[src/rtl/mem_port_arbiter.sv]
// Two-requester arbiter for a single-ported memory: data accesses win by default,
// a starvation counter forces fetch through, and an in-order tag queue routes responses.
module mem_port_arbiter #(
  parameter int ADDR_W       = 32,
  parameter int DATA_W       = 32,
  parameter int MAX_OUT      = 2,
  parameter int STARVE_LIMIT = 4
) (
  input  logic                clk,
  input  logic                resetn,
  input  logic                if_req_i,
  input  logic [ADDR_W-1:0]   if_addr_i,
  output logic                if_gnt_o,
  output logic                if_rvalid_o,
  output logic [DATA_W-1:0]   if_rdata_o,
  input  logic                dm_req_i,
  input  logic                dm_we_i,
  input  logic [DATA_W/8-1:0] dm_be_i,
  input  logic [ADDR_W-1:0]   dm_addr_i,
  input  logic [DATA_W-1:0]   dm_wdata_i,
  output logic                dm_gnt_o,
  output logic                dm_rvalid_o,
  output logic [DATA_W-1:0]   dm_rdata_o,
  output logic                mem_req_o,
  output logic                mem_we_o,
  output logic [DATA_W/8-1:0] mem_be_o,
  output logic [ADDR_W-1:0]   mem_addr_o,
  output logic [DATA_W-1:0]   mem_wdata_o,
  input  logic                mem_gnt_i,
  input  logic                mem_rvalid_i,
  input  logic [DATA_W-1:0]   mem_rdata_i,
  output logic                busy_o,
  output logic                err_o
);

  localparam int CNT_W = $clog2(MAX_OUT + 1);
  localparam int PTR_W = (MAX_OUT > 1) ? $clog2(MAX_OUT) : 1;
  localparam int SC_W  = $clog2(STARVE_LIMIT + 1);
  localparam logic [CNT_W-1:0] FULL_CNT  = CNT_W'(MAX_OUT);
  localparam logic [SC_W-1:0]  STARVE_MX = SC_W'(STARVE_LIMIT);
  localparam logic [PTR_W-1:0] LAST_PTR  = PTR_W'(MAX_OUT - 1);

  logic [CNT_W-1:0] count_reg, count_next;
  logic [PTR_W-1:0] wr_ptr_reg, wr_ptr_next;
  logic [PTR_W-1:0] rd_ptr_reg, rd_ptr_next;
  logic [SC_W-1:0]  starve_reg, starve_next;
  logic [MAX_OUT-1:0] tag_reg;
  logic             err_reg, err_next;

  logic sel_if, starved, not_full, not_empty, head_tag, push, pop;

  function automatic logic [PTR_W-1:0] ptr_inc(input logic [PTR_W-1:0] p);
    ptr_inc = (p == LAST_PTR) ? '0 : p + 1'b1;
  endfunction

  assign starved   = (starve_reg == STARVE_MX);
  assign sel_if    = if_req_i & (~dm_req_i | starved);
  assign not_full  = (count_reg != FULL_CNT);
  assign not_empty = (count_reg != '0);
  assign head_tag  = tag_reg[rd_ptr_reg];

  // Reset gates the request so no grant can push a tag during a reset cycle.
  assign mem_req_o   = (if_req_i | dm_req_i) & not_full & resetn;
  assign mem_addr_o  = sel_if ? if_addr_i : dm_addr_i;
  assign mem_we_o    = ~sel_if & dm_we_i;
  assign mem_be_o    = sel_if ? '1 : dm_be_i;
  assign mem_wdata_o = sel_if ? '0 : dm_wdata_i;

  assign if_gnt_o = mem_req_o & mem_gnt_i & sel_if;
  assign dm_gnt_o = mem_req_o & mem_gnt_i & ~sel_if;

  assign push = if_gnt_o | dm_gnt_o;
  assign pop  = mem_rvalid_i & not_empty & resetn;

  assign if_rvalid_o = pop & ~head_tag;
  assign dm_rvalid_o = pop & head_tag;
  assign if_rdata_o  = mem_rdata_i;
  assign dm_rdata_o  = mem_rdata_i;

  assign busy_o = not_empty;
  assign err_o  = err_reg;

  always_comb begin
    count_next  = count_reg;
    wr_ptr_next = wr_ptr_reg;
    rd_ptr_next = rd_ptr_reg;
    starve_next = starve_reg;
    err_next    = err_reg;
    if (push) wr_ptr_next = ptr_inc(wr_ptr_reg);
    if (pop)  rd_ptr_next = ptr_inc(rd_ptr_reg);
    case ({push, pop})
      2'b10:   count_next = count_reg + 1'b1;
      2'b01:   count_next = count_reg - 1'b1;
      default: count_next = count_reg;
    endcase
    // Holding (not clearing) while the memory stalls keeps the fairness credit.
    if (!if_req_i || if_gnt_o)
      starve_next = '0;
    else if (dm_gnt_o && !starved)
      starve_next = starve_reg + 1'b1;
    if (mem_rvalid_i && !not_empty)
      err_next = 1'b1;
  end

  always_ff @(posedge clk) begin
    if (!resetn) begin
      count_reg  <= '0;
      wr_ptr_reg <= '0;
      rd_ptr_reg <= '0;
      starve_reg <= '0;
      err_reg    <= 1'b0;
    end else begin
      count_reg  <= count_next;
      wr_ptr_reg <= wr_ptr_next;
      rd_ptr_reg <= rd_ptr_next;
      starve_reg <= starve_next;
      err_reg    <= err_next;
    end
  end

  // Tag 1 marks a data-side transaction, 0 a fetch.
  for (genvar gi = 0; gi < MAX_OUT; gi++) begin : g_tag
    always_ff @(posedge clk) begin
      if (!resetn)
        tag_reg[gi] <= 1'b0;
      else if (push && wr_ptr_reg == PTR_W'(gi))
        tag_reg[gi] <= ~sel_if;
    end
  end

endmodule

[config.mk]
export PLATFORM = sky130hd
export DESIGN_NAME = mem_port_arbiter
export DESIGN_NICKNAME = d
export VERILOG_FILES = /design/src/rtl/mem_port_arbiter.sv
export SDC_FILE = /design/constraint.sdc
export NUM_CORES = 1
export LEC_CHECK = 0
export ABC_CLOCK_PERIOD_IN_PS = 3500
export CAP_MARGIN = 20
export CORE_AREA = 2 2 107 109
export DETAILED_ROUTE_END_ITERATION = 16
export DIE_AREA = 0 0 109 111
export PLACE_DENSITY = 0.63
export SETUP_SLACK_MARGIN = 0.15
export SLEW_MARGIN = 20
export SYNTH_ARGS = -nofsm -noshare
export SYNTH_HDL_FRONTEND = slang
export SYNTH_SLANG_ARGS = --single-unit
[constraint.sdc]
create_clock -name clk -period 3.5 [get_ports clk]
set_input_delay 1.05 -clock clk [delete_from_list [all_inputs] [get_ports clk]]
set_output_delay 1.05 -clock clk [all_outputs]
set_load 0.05 [all_outputs]
==> impl_metrics.toml <==
[detailed_routing]
routed_wl_mm = 7.095
dr.pass1.iters = 4
antenna_left = 0
wl_per_cell_um = 14.87
routed_via_density = 3.851
drc_errors = 0
vias = 1837
drtIter0Drc = 36

[clocking]
root_buffer = "clkbuf_16"
tritoncts = "built"
path_clk_slew_ps = 40
insertion_delay_ps = 230
numCtsBuffers = 3
numClockSinks = 10
h-tree-depth = 1
clk_path_buf_depth = 2

[placement]
portBuffers = 182
post-place-ws_ps = -158.1
gp_congestion = 0.7279
place_hpwl_mm = 6.082

[critical_path]
endpoint = "dm_gnt_o"
arrival_ps = 2270
crit_slowest_cell = "clkdlybuf4s50_1"
crit_path_max_incr_delay_ps = 480
startpoint = "resetn"
crit_path_cell_trace = "clkdlybuf4s50_1, o21a_1, and3_4, inv_6, nor2_2, buf_12"
critPathKind = "in2out"
crit_path_start_kind = "input pin"
r2r-end = "count_reg[1]"
r2r_cells = 7
crit_required_ps = 2450
r2r_slack_ps = 1660
critPathMaxFanout = 4
end_kind = "primary output"
reg2reg_from = "count_reg[0]"

[layout]
layout-drive-gt1-share = 0.4042
seq_area_um2 = 200.2
area_delta_synth_final_pct = 120.6
postLayoutCoreUtil = 0.3513
multi_input_area_um2 = 996.0
n_fill_cell = 1108
diodes = 0
nets = 477
largest_reg_flops = 3

[timing]
worst_slack_ps = 184.1
relSlewSlack = 0.6690
post-route-min-period_ps = 3316
fin_crit_sh = 0.9474
hold_viol = 0
fmax_ghz = 0.3016
finalSetupViolations = 0
rsz0062_at_grt = "true"
finalMaxSlewViolations = 0
tightest_slew_ps = 494.9
fin_skew_ps = 1.791

[global_route]
grt_max_degree = 40
track_usage = 0.1079
grt_pass1_vias = 2017
grt_pass1_wl_mm = 10.25
antenna_found_initial = 0
overflow = 0

[logic_synthesis]
synth_warnings = 0
ys_seq_area_frac = 0.1135
synth_seq_cells = 10
synth_cells = 205
synth.distinct_cells = 30
syn-num-nets = 347
netlist_area_um2 = 1764
syn_area_per_cell_um2 = 8.606

[power]
ir_drop_mv = 0.1224
clkPwrFrac = 0.212
p_int_mw = 0.6480
comb_power_share = 0.666
p_leak_nw = 1.652
netSwitchingFraction = 0.3854
p_per_area_nw_per_um2 = 271.0
seqPwrFrac = 0.121
power.switching_mw = 0.4064

[floorplan]
start_util = 0.1593
die_h_um = 111
dieArea_um2 = 12100
core_area_um2 = 11080
die_x_um = 109
io_pins = 279
rows = 39

[run_status]
outcome = "finished clean"

[flow_run]
drv_cap = 0

[min_path]
whs_path_depth = 2
hold_path_class = "reg2reg"
## how the worst min path moves through the flow
stage / start / to / slack [ps]
after floorplan: starve_reg[1] / starve_reg[1] / 450
after global placement: err_o / err_o / 460
after detailed placement: starve_reg[1] / starve_reg[1] / 460
after CTS: starve_reg[1] / starve_reg[1] / 470
after global routing: starve_reg[1] / starve_reg[1] / 500
final: err_o / err_o / 460
## layer usage
layer  vias to the layer above  part of all wire  global-route usage
met5                         -                 0                   0
met1                       797              0.33              0.1016
met3                         9              0.16             0.05526
met2                       174              0.49              0.2037
li1                        857                 -                   -
met4                         0             0.012             0.02222
## cell usage after synthesis, drive strengths merged
library cell / number / area share
nand4b: 1 / 0.0050
and2: 35 / 0.12
a21oi: 6 / 0.017
o21bai: 1 / 0.0043
nand2: 6 / 0.013
nor2: 8 / 0.017
nand3: 3 / 0.0085
nor2b: 1 / 0.0035
ha: 3 / 0.021
nor3: 1 / 0.0028
o311a: 1 / 0.0057
o21ai: 2 / 0.0057
a311oi: 1 / 0.0050
xnor2: 2 / 0.0099
dfxtp: 10 / 0.11
buf: 69 / 0.30
clkbuf: 4 / 0.0085
xor2: 2 / 0.0099
o21a: 1 / 0.0043
a21boi: 1 / 0.0043
inv: 7 / 0.018
nand2b: 5 / 0.018
mux2i: 1 / 0.0057
and3: 1 / 0.0035
or3: 1 / 0.0035
mux2: 32 / 0.26
## through the flow
stage | power (mW) | instance area, um2 | hold slack (ps) | TNS (ps) | instances
floorplan | 0.6729 | 1764 | 447.7 | 0 | 205
global placement | 0.8133 | 3670 | 457.2 | -4356 | 469
detailed placement | 0.8147 | 3670 | 464.2 | -4213 | 469
CTS | 1.063 | 3867 | 469.5 | 0 | 476
global route | 1.098 | 3891 | 495.5 | 0 | 477
finish | 1.054 | 3891 | 463.4 | 0 | 477
## power groups by stage
stage / registers, mW / logic [mW] / clock network (mW)
4_1_cts: 0.128 / 0.706 / 0.229
2_1_floorplan: 0.133 / 0.540 / 0
3_3_place_gp: 0.129 / 0.684 / 0
5_1_grt: 0.129 / 0.733 / 0.236
6_report: 0.128 / 0.703 / 0.224
3_5_place_dp: 0.130 / 0.685 / 0
## cell families after synthesis
family | after synthesis | synth area share
buffers and inverters | 80 | 0.3305
AND/OR/NAND/NOR | 62 | 0.1993
multiplexers | 33 | 0.2695
AO/OA/AOI/OAI | 13 | 0.04611
flip-flops | 10 | 0.1135
XOR/XNOR | 4 | 0.01986
adder cells (fa/ha/maj) | 3 | 0.02128
## what timing repair did
item | 4_1_cts | 5_1_grt
gates resized for setup | 20 | 6
gates cloned | 1 | 1
hold buffers | 0 | 0
pin swaps | 1 | 2
setup endpoints to repair | 67 | 34
buffers inserted | 2 | 0
## cell usage in the layout, fill, tap and decap left out, types with 2 or more instances in the layout
master / netlist / layout
clkbuf_2: 0 / 2
xnor2_1: 2 / 2
dfxtp_1: 10 / 10
clkdlybuf4s50_1: 0 / 106
ha_1: 3 / 3
o21ai_0: 2 / 2
buf_6: 5 / 9
nor2_2: 0 / 2
nand3_1: 3 / 3
xor2_1: 2 / 2
buf_12: 0 / 45
nand2_1: 6 / 5
and2_1: 34 / 33
mux2_4: 28 / 28
nor2_1: 8 / 6
clkbuf_16: 0 / 4
a21oi_1: 6 / 6
mux2_2: 4 / 4
buf_8: 0 / 2
buf_4: 64 / 32
nand2b_1: 5 / 5
inv_1: 6 / 6
## final cells by class
cell class / count / share of cell area
Multi-Input combinational cell: 115 / 0.2559
Timing Repair Buffer: 198 / 0.6158
Inverter: 7 / 0.008039
Sequential cell: 10 / 0.05145
Clock buffer: 4 / 0.02283
Tap cell: 143 / 0.04598
## critical path: cells and delay by family
family                 cells  cell delay (ps)
buffers and inverters      3              680
and+or+nand+nor            2              400
AOI/OAI and AO/OA          1              140
Power figures use the tool's default switching activity.
